`src/rtl/bcd_converter_seq_pkg.sv`:
```
// Shared types for the sequential binary-to-BCD converter.
package bcd_pkg;

  typedef enum logic [1:0] {
    IDLE,
    SHIFT,
    FINISH
  } state_e;

  localparam logic [3:0] BCD_NINE = 4'd9;

endpackage

```
`src/rtl/bcd_converter_seq_if.sv`:
```
// Request/result bundle between a display-layer client and the converter.
interface bcd_converter_seq_if #(
  parameter int BIN_W  = 14,
  parameter int DIGITS = 4
);

  logic                  start;
  logic [BIN_W-1:0]      bin;
  logic                  busy;
  logic                  done;
  logic [4*DIGITS-1:0]   bcd;
  logic                  overflow;
  logic [DIGITS-1:0]     blank;

  modport master (
    output start, bin,
    input  busy, done, bcd, overflow, blank
  );

  modport slave (
    input  start, bin,
    output busy, done, bcd, overflow, blank
  );

endinterface

```
`src/rtl/bcd_converter_seq_digit_adjust.sv`:
```
// One BCD digit of the add-3 correction applied before every doubling shift.
module bcd_digit_adjust (
  input  logic [3:0] digit_i,
  output logic [3:0] digit_o
);

  assign digit_o = (digit_i >= 4'd5) ? digit_i + 4'd3 : digit_i;

endmodule

```
`src/rtl/bcd_converter_seq.sv`:
```
// Bit-serial shift-and-add-3 binary-to-BCD converter with saturation on overflow
// and a leading-zero blanking mask for the 7-segment drivers.
module bcd_converter_seq
  import bcd_pkg::*;
#(
  parameter int BIN_W  = 14,
  parameter int DIGITS = 4
) (
  input  logic               clk,
  input  logic               reset,
  bcd_converter_seq_if.slave bus
);

  localparam int CW = $clog2(BIN_W + 1);
  localparam int WW = 4 * DIGITS;
  localparam logic [DIGITS-1:0] BLANK_RST = ~DIGITS'(1);

  state_e             state_q, state_d;
  logic [CW-1:0]      cnt_q, cnt_d;
  logic [BIN_W-1:0]   binSr_q, binSr_d;
  logic [WW-1:0]      work_q, work_d;
  logic               ovf_q, ovf_d;
  logic [WW-1:0]      bcd_q, bcd_d;
  logic               overflow_q, overflow_d;
  logic [DIGITS-1:0]  blank_q, blank_d;
  logic [WW-1:0]      adjusted;
  logic               lastShift;
  logic               allZero;

  for (genvar g = 0; g < DIGITS; g++) begin : gAdjust
    bcd_digit_adjust uAdjust (
      .digit_i (work_q[4*g +: 4]),
      .digit_o (adjusted[4*g +: 4])
    );
  end

  assign lastShift = (state_q == SHIFT) && (cnt_q == '0);

  always_ff @(posedge clk or posedge reset) begin
    if (reset) begin
      state_q <= IDLE;
    end else begin
      state_q <= state_d;
    end
  end

  always_comb begin
    state_d = state_q;
    case (state_q)
      IDLE:    if (bus.start) state_d = SHIFT;
      SHIFT:   if (cnt_q == '0) state_d = FINISH;
      FINISH:  state_d = IDLE;
      default: state_d = IDLE;
    endcase
  end

  always_comb begin
    bus.busy     = (state_q == SHIFT);
    bus.done     = (state_q == FINISH);
    bus.bcd      = bcd_q;
    bus.overflow = overflow_q;
    bus.blank    = blank_q;
  end

  // Work register and sticky overflow advance one input bit per SHIFT cycle.
  always_comb begin
    cnt_d   = cnt_q;
    binSr_d = binSr_q;
    work_d  = work_q;
    ovf_d   = ovf_q;
    if (state_q == IDLE && bus.start) begin
      binSr_d = bus.bin;
      work_d  = '0;
      ovf_d   = 1'b0;
      cnt_d   = CW'(BIN_W - 1);
    end else if (state_q == SHIFT) begin
      work_d  = {adjusted[WW-2:0], binSr_q[BIN_W-1]};
      binSr_d = binSr_q << 1;
      ovf_d   = ovf_q | adjusted[WW-1];
      if (cnt_q != '0) cnt_d = cnt_q - 1'b1;
    end
  end

  // Results are latched on the edge into FINISH so they are valid alongside done.
  always_comb begin
    bcd_d      = bcd_q;
    overflow_d = overflow_q;
    blank_d    = blank_q;
    allZero    = 1'b1;
    if (lastShift) begin
      bcd_d      = ovf_d ? {DIGITS{BCD_NINE}} : work_d;
      overflow_d = ovf_d;
      for (int d = DIGITS - 1; d >= 0; d--) begin
        allZero    = allZero && (bcd_d[4*d +: 4] == 4'd0);
        blank_d[d] = allZero;
      end
      blank_d[0] = 1'b0;
    end
  end

  always_ff @(posedge clk or posedge reset) begin
    if (reset) begin
      cnt_q      <= '0;
      binSr_q    <= '0;
      work_q     <= '0;
      ovf_q      <= 1'b0;
      bcd_q      <= '0;
      overflow_q <= 1'b0;
      blank_q    <= BLANK_RST;
    end else begin
      cnt_q      <= cnt_d;
      binSr_q    <= binSr_d;
      work_q     <= work_d;
      ovf_q      <= ovf_d;
      bcd_q      <= bcd_d;
      overflow_q <= overflow_d;
      blank_q    <= blank_d;
    end
  end

endmodule
```
`src/flat_wrapper.sv`:
```
// flat-port wrapper written by rule: the top's interface ports become plain ports
module bcd_converter_seq_flat import bcd_pkg::*;
#(
  parameter int BIN_W  = 14,
  parameter int DIGITS = 4
)
  (clk, reset, bus_start, bus_bin, bus_busy, bus_done, bus_bcd, bus_overflow, bus_blank);
  bcd_converter_seq_if #(.BIN_W(BIN_W), .DIGITS(DIGITS)) bus_i ();
  input  logic clk;
  input  logic reset;
  input wire logic [$bits(bus_i.start)-1:0] bus_start;
  input wire logic [$bits(bus_i.bin)-1:0] bus_bin;
  output wire logic [$bits(bus_i.busy)-1:0] bus_busy;
  output wire logic [$bits(bus_i.done)-1:0] bus_done;
  output wire logic [$bits(bus_i.bcd)-1:0] bus_bcd;
  output wire logic [$bits(bus_i.overflow)-1:0] bus_overflow;
  output wire logic [$bits(bus_i.blank)-1:0] bus_blank;
  assign bus_i.start = bus_start;
  assign bus_i.bin = bus_bin;
  assign bus_busy = bus_i.busy;
  assign bus_done = bus_i.done;
  assign bus_bcd = bus_i.bcd;
  assign bus_overflow = bus_i.overflow;
  assign bus_blank = bus_i.blank;
  bcd_converter_seq #(.BIN_W(BIN_W), .DIGITS(DIGITS)) u_core (.clk(clk), .reset(reset), .bus(bus_i));
endmodule
```
`config.mk`:
```
export PLATFORM = sky130hd
export DESIGN_NAME = bcd_converter_seq_flat
export DESIGN_NICKNAME = d
export VERILOG_FILES = /design/src/rtl/bcd_converter_seq_pkg.sv /design/src/rtl/bcd_converter_seq_if.sv /design/src/rtl/bcd_converter_seq_digit_adjust.sv /design/src/rtl/bcd_converter_seq.sv /design/src/flat_wrapper.sv
export SDC_FILE = /design/constraint.sdc
export NUM_CORES = 1
export LEC_CHECK = 0
export CAP_MARGIN = 10
export CORE_MARGIN = 2
export CORE_UTILIZATION = 54
export DETAILED_ROUTE_END_ITERATION = 8
export GPL_ROUTABILITY_DRIVEN = 0
export PLACE_DENSITY = 0.77
export SETUP_SLACK_MARGIN = 0.05
export SLEW_MARGIN = 5
export SYNTH_ARGS = -nofsm -noshare
export SYNTH_HDL_FRONTEND = slang
export SYNTH_SLANG_ARGS = --single-unit
```
`constraint.sdc`:
```
create_clock -name clk -period 2.9 [get_ports clk]
set_input_delay 0.58 -clock clk [delete_from_list [all_inputs] [get_ports clk]]
set_output_delay 0.58 -clock clk [all_outputs]
set_load 0.005 [all_outputs]
```
==> metrics.md <==
| Metric | Value |
|---|---|
| VDD IR-drop max | 691 uV |
| Root buf cell | clkbuf_8 |
| CP max FO | 21 |
| Initial DRC count | 213 |
| Grt ovf | 0 |
| Setup CP Type | reg2out |
| Synth area leaders | dfrtp_1 50%, nand2_1 7.6%, ha_1 4.2% |
| Ys flop type | dfrtp_1 |
| Vias in the first global route | a little over 2000 |
| Fmax | 0.401 GHz |
| Critical-path cell list | nand2b_1, inv_2, clkdlybuf4s50_1 |
| Post-synth EDFFs | 0 |
| Mean post-synth cell area | between 9 and 10 sq um |
| Site Rows | 25 |
| Post-CTS Setup Repair Bufs | 0 |
| Crit path launch type | register |
| Num CTS Buffers | 9 |
| Largest net degree at the start of global routing | 30 |
| Library cells used by synthesis | 46 |
| Number of antenna violations at the first check in global routing | 0 |
| CTS HTree Levels | 3 |
| R2R Path End | u_core.bus.bcd[11]$_DFFE_PP0P_ |
| Hold Buf Count CTS | 0 |
| Layout Utilization | 0.707 |
| Tot GR Track Use | 0.233 |
| Critical path data arrival time | between 1500 and 2000 ps |
| WL final | 5.90 mm |
| Least-Margin Pin Slew | ~700 ps |
| Post-synthesis register bit count | between 50 and 60 |
| Reg2reg setup slack | 580 ps |
| HP Start | u_core.bus.blank[3]$_DFFE_PP1P_ |
| FILL cells | 338 |
| # DRC | 0 |
| Setup slack at placement | 398 ps |
| CTS sink count | 57 |
| Part of the cycle the worst path needs | 0.860 |
| Syn_nets | roughly 300 |
| Core area | approximately 4800 sq um |
| Initial Utilization | 0.565 |
| P_leak | 1.53 nW |
| Input/output buffers | 38 |
| RR Startpoint | u_core.cnt_q[0]$_DFFE_PP0P_ |
| WP buf/inv | 2 |
| Io pins | 40 |
| Worst Hold Class | reg2reg |
| Final Critical Period | about 2500 ps |
| Most frequent cells in the layout | 55 x nand2_1, 54 x dfrtp_1, 38 x clkdlybuf4s50_1, 17 x o21ai_0, 16 x inv_1 |
| Post-CTS Resized | 0 |
| Initial DRT Pass Iterations | 4 |
| Max incr delay on CP | 580 ps |
| Largest area contributor in the netlist | dfrtp_1 |
| WL/cell | 15.1 microns |
| Ys Warns | 0 |
| Number of max-cap violations | 0 |
| Post-Syn Area | 2700 sq um |
| Final Setup Violations | 0 |
| Antenna-violating nets left | 0 |
| Crit-path leading delay family | buffers and inverters |
| Final HPWL DP | around 4 mm |
| Clk buf depth | 2 |
| Crit end category | output pin |
| Commonest non-fill, non-tap cell in the layout | nand2_1 |
| Worst Reg-to-Reg Cells | 7 |
| Final setup margin | 406 ps |
| Nets | 344 |
| Vias | about 2100 |
| Pwr dens | 1120 nW/um^2 |
| Vias per cell | 5.49 |
| Post-synthesis sequential area ratio | 0.529 |
| WP data required | approximately 2300 ps |
| First-pass GRT wire length | 9.57 mm |
| Hold depth | 2 |
| Top cell type's share of synthesized area | 0.500 |
| Share of cells above drive strength 1 | 0.111 |
| Die Y | 74.7 microns |
| Gate Count Post-Synth | about 280 |
| Worst skew pair latency | 340 ps |
| Worst hold path endpoint | u_core.bus.blank[3]$_DFFE_PP1P_ |
| RSZ-0062 raised after global routing | false |
| Synthesis-to-finish area growth | 25.2% |
| Sum Neg Setup Slack | 0 ps |
| Ys async rst share | 1.00 |
| Max-slew headroom | 0.543 |
| Chip Width | approximately 75 microns |
| Max-slew violation count | 0 |
| Number of diodes | 0 |
| Crit-path slowest cell | clkdlybuf4s50_1 |
| Final Hold Vio Count | 0 |
| Clk pin slew, worst setup/hold paths | roughly 60 ps |
| CTS tree | built |
| Status | finished clean |
| Die area | 5590 sq um |
| Clock skew | 12.4 ps |
worst register-to-register path: stages (launching register included):
cell and delay, ps:
dfrtp_1 400, inv_1 100, ha_1 170, or3b_1 380, or2_2 460, inv_2 230
nand2_1 220, o22a_1 240
cell type report:
type | count | area, sq um | share of cell area
clock buffer | 12 | 165 | 0.0488
multi-input combinational | 186 | 1140 | 0.336
clock inverter | 4 | 50.0 | 0.0148
inverter | 19 | 71.3 | 0.0211
timing repair buffer | 45 | 445 | 0.132
tap | 67 | 83.8 | 0.0248
sequential | 57 | 1430 | 0.423
per-stage QoR:
| stage | hold slack [ps] | total power [mW] | std cells | cell area, sq um |
|---|---|---|---|---|
| global route | 494 | 4.06 | 390 | 3380 |
| CTS | 478 | 3.79 | 390 | 3380 |
| global placement | 458 | 2.92 | 374 | 3170 |
| detailed placement | 460 | 2.99 | 374 | 3170 |
| finish | 473 | 3.78 | 390 | 3380 |
| floorplan | 446 | 2.43 | 275 | 2700 |
sequential cells by signal (all words and copies together) (netlist names):
signal,flops
u_core.bus.bcd,16
u_core.work_q,16
u_core.binSr_q,14
u_core.cnt_q,4
u_core.bus.blank,3
u_core.state_q,2
u_core.bus.overflow,1
u_core.ovf_q,1
how the worst max path moves through the flow:
stage | start | endpoint | slack, ps | depth (start not counted)
floorplan | u_core.state_q[1]$_DFFE_PP0P_ | bus_busy | 860 | 6
global placement | bus_start | u_core.bus.blank[1]$_DFFE_PP1P_ | 450 | 6
detailed placement | bus_start | u_core.bus.blank[1]$_DFFE_PP1P_ | 400 | 6
CTS | u_core.state_q[1]$_DFFE_PP0P_ | bus_busy | 420 | 3
global route | u_core.state_q[1]$_DFFE_PP0P_ | bus_busy | 330 | 3
finish | u_core.state_q[1]$_DFFE_PP0P_ | bus_busy | 410 | 3
cell usage after synthesis (all sizes together), types with 2 or more instances:
cell	number
ha	9
a21oi	15
nor3b	2
a221oi	2
o21ai	18
nand2b	6
o31ai	3
xnor2	6
o2bb2ai	2
clkbuf	5
mux2i	3
a211oi	2
a22oi	14
o22a	7
inv	19
nor3	3
a22o	4
nand2	55
nand3	6
or3b	3
nor2	10
or2	2
dfrtp	54
buf	8
dfstp	3
power by group:
group | switching (mW) | total, mW | internal, mW
registers | 0.251 | 1.38 | 1.13
clock network | 0.317 | 0.782 | 0.465
logic | 0.881 | 1.62 | 0.739
total | 1.45 | 3.78 | 2.33
per-layer routing:
metal,global-route usage,vias to the layer above,share of wire
met5,0,-,0
met4,0.109,0,0.025
met3,0.0616,14,0.056
met2,0.349,71,0.47
met1,0.318,1014,0.45
li1,-,1043,-
logic make-up after synthesis:
logic type,after synthesis,share of synthesized area
buffers and inverters,32,0.0495
xor gates and xnor gates,6,0.0194
AOI/OAI and AO/OA,73,0.184
and+or+nand+nor,94,0.163
other,1,0.00139
adders and majority gates,9,0.0417
DFF,57,0.529
muxes,3,0.0111
Note: power is estimated with default switching activity, not from simulation.
